**config.mk**
```make
export PLATFORM = sky130hd
export DESIGN_NAME = ctrl_sequencer
export DESIGN_NICKNAME = d
export VERILOG_FILES = /design/src/rtl/ctrl_sequencer.sv
export SDC_FILE = /design/constraint.sdc
export NUM_CORES = 1
export LEC_CHECK = 0
export ABC_AREA = 1
export CAP_MARGIN = 40
export CORE_MARGIN = 3
export CORE_UTILIZATION = 48
export CTS_CLUSTER_DIAMETER = 30
export DETAILED_ROUTE_END_ITERATION = 6
export PLACE_DENSITY = 0.89
export REMOVE_ABC_BUFFERS = 1
export SLEW_MARGIN = 10
export SYNTH_ARGS = -nofsm -noshare
export SYNTH_HDL_FRONTEND = slang
export SYNTH_SLANG_ARGS = --single-unit
export TNS_END_PERCENT = 100
```
**constraint.sdc**
```tcl
create_clock -name clk -period 2 [get_ports clk]
set_input_delay 0.2 -clock clk [delete_from_list [all_inputs] [get_ports clk]]
set_output_delay 0.2 -clock clk [all_outputs]
set_load 0.03 [all_outputs]
```
**src/rtl/ctrl_sequencer.sv**
```systemverilog
// rtl/ctrl_sequencer.sv - hardwired fetch/decode/execute strobe sequencer for the Datapath
module ctrl_sequencer #(
    parameter logic [4:0] OP_LD    = 5'b00000,
    parameter logic [4:0] OP_LDI   = 5'b00001,
    parameter logic [4:0] OP_ST    = 5'b00010,
    parameter logic [4:0] OP_ADDI  = 5'b01100,
    parameter logic [4:0] OP_ANDI  = 5'b01101,
    parameter logic [4:0] OP_ORI   = 5'b01110,
    parameter logic [4:0] ALU_ADD  = 5'b00011,
    parameter logic [4:0] ALU_AND  = 5'b00101,
    parameter logic [4:0] ALU_OR   = 5'b00110,
    parameter bit         RUN_CONT = 1'b0,
    parameter int         TMO      = 15,
    parameter int         CNT_W    = 16
) (
    input  logic             clk,
    input  logic             clr,
    input  logic             start,
    input  logic             halt,
    input  logic             mem_ready,
    input  logic [4:0]       ir_op,
    output logic             PC_out,
    output logic             MARin,
    output logic             IncPC,
    output logic             Zlowin,
    output logic             Zlo_out,
    output logic             PCin,
    output logic             Read,
    output logic             Write,
    output logic             MDRin,
    output logic             MDR_out,
    output logic             IRin,
    output logic             Gra,
    output logic             Grb,
    output logic             BAout,
    output logic             R_out,
    output logic             Rin,
    output logic             Yin,
    output logic             C_out,
    output logic [4:0]       op_sel,
    output logic             busy,
    output logic             done,
    output logic             err,
    output logic [CNT_W-1:0] instr_cnt
);

    typedef enum logic [3:0] {
        S_IDLE, S_T0, S_T1, S_T2, S_T3, S_T4, S_T5, S_T6, S_T7, S_ERR
    } state_t;

    localparam logic [7:0] TMO_C = 8'(TMO);

    state_t     state;
    logic [7:0] wait_cnt;   // consecutive mem_ready-low cycles in the current memory state
    logic       pc_done;    // PCin already pulsed during this T1 visit
    logic       is_ld, is_st, is_imm, legal;
    logic       in_mem, retire;
    state_t     after_retire;

    // Opcode classification and memory-wait / retire conditions
    always_comb begin
        is_ld        = (ir_op == OP_LD);
        is_st        = (ir_op == OP_ST);
        is_imm       = (ir_op == OP_LDI) || (ir_op == OP_ADDI) ||
                       (ir_op == OP_ANDI) || (ir_op == OP_ORI);
        legal        = is_ld || is_st || is_imm;
        in_mem       = (state == S_T1) || (state == S_T6 && is_ld) || (state == S_T7 && is_st);
        retire       = ((state == S_T5) && is_imm) ||
                       ((state == S_T7) && (is_ld || (is_st && mem_ready)));
        after_retire = (RUN_CONT && !halt) ? S_T0 : S_IDLE;
    end

    // State, wait counter and retired-instruction counter
    always_ff @(posedge clk) begin
        if (clr) begin
            state     <= S_IDLE;
            wait_cnt  <= 8'd0;
            pc_done   <= 1'b0;
            instr_cnt <= '0;
        end else begin
            pc_done  <= (state == S_T1);
            wait_cnt <= (in_mem && !mem_ready) ? wait_cnt + 8'd1 : 8'd0;
            if (retire)
                instr_cnt <= instr_cnt + {{(CNT_W-1){1'b0}}, 1'b1};
            if (in_mem && !mem_ready && wait_cnt == TMO_C) begin
                state <= S_ERR;
            end else begin
                case (state)
                    S_IDLE: if (start) state <= S_T0;
                    S_T0:   state <= S_T1;
                    S_T1:   if (mem_ready) state <= S_T2;
                    S_T2:   state <= S_T3;
                    S_T3:   state <= legal ? S_T4 : S_ERR;
                    S_T4:   state <= S_T5;
                    S_T5:   state <= (is_ld || is_st) ? S_T6 : after_retire;
                    S_T6:   if (is_st || mem_ready) state <= S_T7;
                    S_T7:   if (retire) state <= after_retire;
                    S_ERR:  state <= S_ERR;
                    default: state <= S_IDLE;
                endcase
            end
        end
    end

    // Strobe decode; combinational because ir_op only becomes valid once T3 is entered
    always_comb begin
        {PC_out, MARin, IncPC, Zlowin, Zlo_out, PCin, Read, Write, MDRin} = '0;
        {MDR_out, IRin, Gra, Grb, BAout, R_out, Rin, Yin, C_out}         = '0;
        op_sel = 5'd0;
        case (state)
            S_T0: begin PC_out = 1'b1; MARin = 1'b1; IncPC = 1'b1; Zlowin = 1'b1; end
            S_T1: begin Zlo_out = 1'b1; PCin = !pc_done; Read = 1'b1; MDRin = 1'b1; end
            S_T2: begin MDR_out = 1'b1; IRin = 1'b1; end
            S_T3: begin
                Grb = 1'b1; R_out = 1'b1; Yin = 1'b1;
                BAout = is_ld || is_st || (ir_op == OP_LDI);
            end
            S_T4: begin
                C_out = 1'b1; Zlowin = 1'b1;
                if (ir_op == OP_ANDI)     op_sel = ALU_AND;
                else if (ir_op == OP_ORI) op_sel = ALU_OR;
                else                      op_sel = ALU_ADD;
            end
            S_T5: begin
                Zlo_out = 1'b1;
                if (is_ld || is_st) MARin = 1'b1;
                else begin Gra = 1'b1; Rin = 1'b1; end
            end
            S_T6: begin
                if (is_ld)      begin Read = 1'b1; MDRin = 1'b1; end
                else if (is_st) begin Gra = 1'b1; R_out = 1'b1; MDRin = 1'b1; end
            end
            S_T7: begin
                if (is_ld)      begin MDR_out = 1'b1; Gra = 1'b1; Rin = 1'b1; end
                else if (is_st) Write = 1'b1;
            end
            default: ;
        endcase
        done = retire;
        busy = (state != S_IDLE) && (state != S_ERR);
        err  = (state == S_ERR);
    end

endmodule

```
; Word-level counts from Yosys, hierarchy flattened
; Index checks and enable logic that the tools add are counted.
[totals]
mem_bits_rw = 0
in_bits = 10
ff_bits = 29
latch_bits = 0
memories = 0
rom_bits = 0
[classes]
mux = 33
n_bitwise = 1
reduce_logical = 30
n_lt_le_gt_ge = 0
add_sub_neg = 2
div_mod_pow = 0
n_shift = 0
n_eq_ne = 24
multipliers = 0
[ops]
columns = op, n
row1 = 4-bit one-hot mux with 10 select lines, 1
row2 = 4-bit two-way mux, 6
row3 = "16-bit by 1-bit adder with 16-bit output, second input constant", 1
row4 = "4-bit by 3-bit == test with 1-bit output, second input constant", 4
row5 = "5-bit by 4-bit == test with 1-bit output, second input constant", 3
row6 = 1-bit two-way mux, 15
row7 = 3-bit two-way mux, 4
row8 = 1-bit one-hot mux with 2 select lines, 6
row9 = 1-bit logical OR, 11
row10 = "8-bit by 1-bit adder with 8-bit output, second input constant", 1
row11 = "4-bit by 2-bit == test with 1-bit output, second input constant", 2
row12 = "4-bit == test, second input constant", 2
row13 = "8-bit by 4-bit == test with 1-bit output, second input constant", 1
row14 = 1-bit logical AND, 8
row15 = 4-bit AND reduction, 2
row16 = 2-bit OR reduction, 4
row17 = "2-bit != test, second input constant", 3
row18 = "3-bit by 2-bit != test with 1-bit output, second input constant", 2
row19 = "5-bit by 1-bit == test with 1-bit output, second input constant", 1
row20 = "5-bit by 2-bit == test with 1-bit output, second input constant", 1
row21 = 5-bit zero test, 1
row22 = "4-bit by 1-bit == test with 1-bit output, second input constant", 1
row23 = 4-bit zero test, 1
row24 = "4-bit != test, second input constant", 1
row25 = 7 further kinds, 8

; Logic depth before layout (Yosys ltp)
; Gate-level depths: netlist (run 1).
[logic_depth]
word_depth = 9
ltp_mapped = 11

; Worst setup path before layout (run 1)
; OpenSTA, ideal clock, no wires.
[synth_path]
path_type = register to output
startpoint = register state[0]
endpoint = output op_sel[0]
arrival_time_ps = 1771
slack_ps = 29
path_stages_with_launch = 7
path_cell_list = dfxtp_1 > inv_1 > nor2_1 > inv_1 > nor2_1 > inv_1 > a31oi_1
[synth_between]
elab_chain_len = 2
[synth_rtl]
columns = item, line_no
row1 = from (decl), 53  ; state_t state;
row2 = from (signal assigned), 93  ; S_T3: state <= legal ? S_T4 : S_ERR;
row3 = from (signal assigned), 95  ; S_T5: state <= (is_ld || is_st) ? S_T6 : after_retire;
row4 = from (signal assigned), 97  ; S_T7: if (retire) state <= after_retire;
row5 = 4-bit by 3-bit == test with 1-bit output, 110  ; case (state)
row6 = 3-bit two-way mux, 110
row7 = to (decl), 40  ; output logic [4:0] op_sel,
; Every way passes these cells.

; Worst setup path in the final report (run 1)
[layout_path]
startpoint = input ir_op[2]
endpoint = output done
[layout_between]
elab_chain_len = 6
elab_cells_between_ends = 14
[layout_rtl]
columns = item, line_no
row1 = from (decl), 21  ; input logic [4:0] ir_op,
row2 = 5-bit by 1-bit == test with 1-bit output / 5-bit by 4-bit == test with 1-bit output (equally long branches), 64  ; is_imm = (ir_op == OP_LDI) || (ir_op == OP_ADDI) ||
row3 = 1-bit logical OR (2 in series), 64
row4 = 1-bit logical OR, 65  ; (ir_op == OP_ANDI) || (ir_op == OP_ORI);
row5 = 1-bit logical AND, 68  ; retire = ((state == S_T5) && is_imm) ||
row6 = 1-bit logical OR *, 68
row7 = to (decl), 42  ; output logic done,
; Every way passes the cells marked *; elsewhere a longest branch is shown, timed or not.

==> flow_summary.toml, run 1 <==
[timing]
rsz0062_at_grt = "false"
hold_viol = 0
tightest_slew_ns = 0.494
setup_violations = 0
fin_skew_ns = 0.00314
fin_crit_sh_pct = 93.8
slew_violations = 0
max_slew_margin_pct = 66.8
fmaxAchievable_mhz = 533
period_needed_ns = 1.88

[floorplan]
die_h_um = 67.4
fp-row-count = 21
io_pins = 52
die_x_um = 67.4
start_util_pct = 51.8
die_area_um2 = 4550
core_area_um2 = 3490

[job]
cap_viol_max_count = 0

[final_layout]
layout_commonest_cell = "nand2_1"
drive_gt1_share_pct = 13.9
antenna_cells = 0
seq_area_um2 = 581
final_cells = 378
fillCellCount = 299
multi_input_area_um2 = 1050
final_cell_mix = "nand2_1 (55), nor2_1 (38), inv_1 (36)"
area_growth_syn_to_layout_pct = 35.3
finalCoreUtilization_pct = 70.1
nets = 343
final_area_um2 = 2450

[place]
place_hpwl_mm = 3.55
gp_congestion = 0.900
io_buffer_count = 48
dp_cells = 370
postPlaceCellArea_um2 = 2320

[synthesis]
synthTopCellsByArea = "dfxtp_1 (32%), nand2_1 (11%), nor2_1 (7.9%)"
synthSimpleGateAreaFrac_pct = 39.5
synth-adder-area-share_pct = 1.38
ys_types = 34
synth_top_area_cell = "dfxtp_1"
synth_edf_count = 0
netlist_instances = 276
synth-seq-cells = 29
syn_area_um2 = 1810
ys_warn_count = 0
synth-compound-area-share_pct = 12.2
muxShareOfSynthArea_pct = 0
synth_top_family_by_area = "simple AND/OR/NAND/NOR gates"
synth_xor_area_share_pct = 3.87
synth_top_flop_cell = "dfxtp_1"
yosysTopAreaCellShare_pct = 32.0
yosysSeqAreaShare_pct = 32.0
synth-async-reset-ratio_pct = 0
synth_area_per_cell_um2 = 6.56

[global_routing]
grt_pass1_vias = 1732
grt_pass1_wl_mm = 7.62
track_usage_pct = 22.2
grt_overflow = 0
grt_max_degree = 13
antenna_found_initial = 0

[cts]
htree_num_levels = 2
tritoncts = "yes"
worstSkewPairLatency_ns = 0.29
post-cts-setup-buffers = 0
clock-sinks = 29
clk_path_buf_depth = 2
clk_pin_slew_ns = 0.06
cts_hold_buffers = 0
clock-root-buffer = "clkbuf_8"
numCtsBuffers = 5

[power_and_ir_drop]
irDropWorstVdd_mv = 0.905
power_density_nw_per_um2 = 806
leakagePower_uw = 0.00115

[routing]
drt_iter0_markers = 170
drtPass1Iterations = 5
vias = 2002
routed_wl_mm = 4.68
antenna_left = 0
via_per_inst = 5.30
drc = 0
wire_per_inst_um = 12.4

[worst_setup_path]
worst_setup_path_start_kind = "input pin"
crit_arrival_ns = 1.68
end_kind = "output port"
worst_ep_required_time_ns = 1.80
timing_worst_setup_path_type = "in2out"
cp_max_fo = 8

[run_status]
status = "completed"

[hold_path]
hold_class = "reg2reg"
[cell usage after synthesis (2+ instances only)]
library cell / instances
nor3_2: 2
a21oi_1: 25
nor3_1: 9
nor3b_1: 2
dfxtp_1: 29
xor2_1: 4
nand3b_1: 2
nor2_2: 3
nand2_1: 55
a31oi_1: 3
xnor2_1: 4
nand3_2: 3
buf_4: 5
or2_2: 2
nor2_1: 38
nor2_4: 3
ha_1: 2
inv_1: 36
nand4_1: 6
o21ai_0: 9
inv_2: 2
nand2_2: 2
nand3_1: 19
[layout make-up]
cell class | count | area share, %
Clock buffer | 7 | 3.52
Clock inverter | 1 | 1.23
Multi-Input combinational cell | 203 | 42.7
Inverter | 38 | 5.82
Tap cell | 46 | 2.35
Timing Repair Buffer | 54 | 20.7
Sequential cell | 29 | 23.7
[power breakdown]
group          internal [µW]  switching, µW
Sequential               605           26.1
Combinational            250            462
Clock                    406            227
[metrics by stage]
step	power [µW]	hold slack, ns	setup TNS, ns	setup WS [ns]
after floorplan	1100	0.269	-0.265	-0.261
after global placement	1370	0.433	0	0.107
after detailed placement	1380	0.444	0	0.0793
after CTS	2000	0.461	0	0.000765
after global routing	2070	0.492	0	0.0455
final	1980	0.453	0	0.124
[worst paths after layout]
path | startpoint | to | slack, ns | cells after the start
worst min-delay path | wait_cnt[0] | wait_cnt[0] | 0.45 | 1
worst max-delay path | ir_op[2] | done | 0.12 | 8
worst min register to register | wait_cnt[0] | wait_cnt[0] | 0.45 | 1
worst max register to register | wait_cnt[0] | state[0] | 0.30 | 10
[what timing repair did]
action | CTS | global route
setup endpoints to repair | 6 | 10
hold endpoints to repair | 0 | 0
resized for setup | 5 | 16
[sequential cells by signal, summed over array words and instances, names as in the netlist]
register	count
state	4
instr_cnt	16
wait_cnt	8
pc_done	1
[worst max-delay path: stages]
cell,delay [ns]
clkdlybuf4s50_1,0.47
nor2_4,0.19
nand3_2,0.15
nor2_4,0.12
a21oi_1,0.08
nand2_2,0.11
buf_4,0.17
buf_4,0.17
[metal layers]
layer | part of all wire [%] | vias to the layer above | GRT usage, %
li1 | - | 1001 | -
met1 | 44 | 905 | 28.7
met2 | 47 | 84 | 34.8
met3 | 7.0 | 12 | 6.16
met4 | 2.2 | 0 | 9.11
met5 | 0 | - | 0
[kinds of logic after synthesis]
group | count (synthesis)
other | 1
DFF | 29
xor gates and xnor gates | 8
AOI/OAI and AO/OA | 41
buffers and inverters | 45
adders and majority gates | 2
and+or+nand+nor | 150
(Power assumes the default switching activity.)
==> inputs of run 2 (changes only) <==
==> constraint.sdc (replaced) <==
create_clock -name clk -period 2 [get_ports clk]
set_input_delay 0.4 -clock clk [delete_from_list [all_inputs] [get_ports clk]]
set_output_delay 0.4 -clock clk [all_outputs]
set_load 0.03 [all_outputs]
==> run 2 against run 1 <==
Against the previous run:
- final area up 0.10%
- register-to-register slack worse by 0.04 ns
- utilization up 0.072 points
- cell count up 1.9%
- largest power group unchanged
- die area unchanged
- critical path depth down 2
- clock-buffer cell count down 1
- fmax down 3.6%
- first-iteration DRC count up 1.2%
==> flow_summary.toml, run 2 (synthesis gave the netlist of run 1 again) <==
[run_status]
status = "completed"

[power_and_ir_drop]
power_density_nw_per_um2 = 733
irDropWorstVdd_mv = 0.812
total_power_uw = 1800
leakagePower_uw = 0.00109

[global_routing]
grt_pass1_vias = 1830
grt_pass1_wl_mm = 7.71
grt_max_degree = 13
grt_overflow = 0
track_usage_pct = 21.8
antenna_found_initial = 0

[final_layout]
fillCellCount = 292
area_growth_syn_to_layout_pct = 35.4
multi_input_area_um2 = 1060
largest_registers = "instr_cnt: 16 flops, wait_cnt: 8 flops, state: 4 flops"
final_area_um2 = 2450
top_register = "instr_cnt"
largest_reg_flops = 16
final_cell_mix = "nand2_1 (55), inv_1 (36), nor2_1 (33)"
seq_area_um2 = 582
nets = 350
drive_gt1_share_pct = 18.3
antenna_cells = 0
finalCoreUtilization_pct = 70.2
layout_commonest_cell = "nand2_1"

[timing]
hold_viol = 0
rsz0062_at_grt = "true"
fin_crit_sh_pct = 97.3
period_needed_ns = 1.95
fmaxAchievable_mhz = 514
setup_violations = 0
fin_skew_ns = 0.00298
slew_violations = 0

[place]
place_hpwl_mm = 3.58
io_buffer_count = 48
postPlaceCellArea_um2 = 2360
gp_congestion = 0.895

[worst_setup_path]
worstPathCellList = "inv_2 > nand2_2 > nor2_2 > nand3_1 > o21ai_0 > buf_4"
cp_max_fo = 6
timing_worst_setup_path_type = "reg2out"
crit_arrival_ns = 1.55
worst_ep_required_time_ns = 1.60
cpPeakStageDelay_ns = 0.37
crit_slowest_cell = "dfxtp_1"
end_kind = "output port"
critical_path.startpoint = "state[3]"
r2r_start = "state[3]"
worst_setup_path_start_kind = "register"

[routing]
wire_per_inst_um = 11.9
vias = 2008
drc = 0
routed_wl_mm = 4.58
drtPass1Iterations = 4
via_per_inst = 5.22
drt_iter0_markers = 172
antenna_left = 0

[floorplan]
start_util_pct = 51.8
fp-row-count = 21
core_area_um2 = 3490
die_x_um = 67.4
io_pins = 52
die_h_um = 67.4
die_area_um2 = 4550

[hold_path]
hold_class = "reg2reg"
min-delay-start = "wait_cnt[0]"

[cts]
clock-root-buffer = "clkbuf_8"
htree_num_levels = 2
clock-sinks = 29
worstSkewPairLatency_ns = 0.28
clk_pin_slew_ns = 0.06
numCtsBuffers = 5
tritoncts = "yes"
clk_path_buf_depth = 2

[job]
cap_viol_max_count = 0
-- run 2: cell count changes in the layout (fill, tap and decap cells not counted), moves of 4 or more --
cell,delta
dlymetal6s2s_1,-8
nor2_1,-5
nor2_2,+5
clkdlybuf4s50_1,-4
buf_4,+9
dlygate4sd2_1,+10
-- run 2: metrics by stage --
| step | worst slack, ns | hold slack (ns) | setup TNS [ns] | std cells |
|---|---|---|---|---|
| 6_report | 0.0540 | 0.449 | 0 | 385 |
| 5_1_grt | -0.0387 | 0.472 | -0.112 | 385 |
| 4_1_cts | 0.0265 | 0.452 | 0 | 385 |
| 3_5_place_dp | -0.252 | 0.438 | -2.83 | 376 |
| 3_3_place_gp | -0.181 | 0.432 | -1.55 | 376 |
| 2_1_floorplan | -0.461 | 0.418 | -1.07 | 270 |
-- run 2: final cells by class --
type,instances,area share (%)
clock buffer,6,2.96
clock inverter,2,0.408
inverter,38,5.81
multi-input combinational,203,43.2
sequential,29,23.7
tap,46,2.35
timing repair buffer,61,21.5
-- run 2: power breakdown --
part	switching, µW	leakage, µW	total (µW)	internal [µW]
clock	220	0.0000450	460	240
sequential	27.6	0.000234	634	607
combinational	470	0.000811	704	234
-- run 2: routing by layer --
metal / GRT usage [%] / share of wire, %
met4: 7.09 / 1.1
met1: 27.0 / 46
met2: 37.3 / 47
met3: 4.83 / 5.5
met5: 0 / 0
-- run 2: critical path, delay by kind of cell, from the launching register on --
family                 cells  cell delay, ns
AO/OA/AOI/OAI              1            0.15
buffers and inverters      2            0.32
flip-flops                 1            0.37
AND/OR/NAND/NOR            3            0.42
-- run 2: final timing paths --
check,to,depth (start not counted),slack (ns)
setup / recovery,MARin,6,0.05
hold / removal,wait_cnt[0],1,0.45
setup reg to reg,instr_cnt[3],10,0.26
hold reg to reg,wait_cnt[0],1,0.45
-- run 2: timing repair --
action	in CTS	in global routing
pin swaps	2	2
buffers inserted	1	0
resized for setup	16	10
cloned	0	0
endpoints found under the setup margin	18	16
hold buffers	0	0
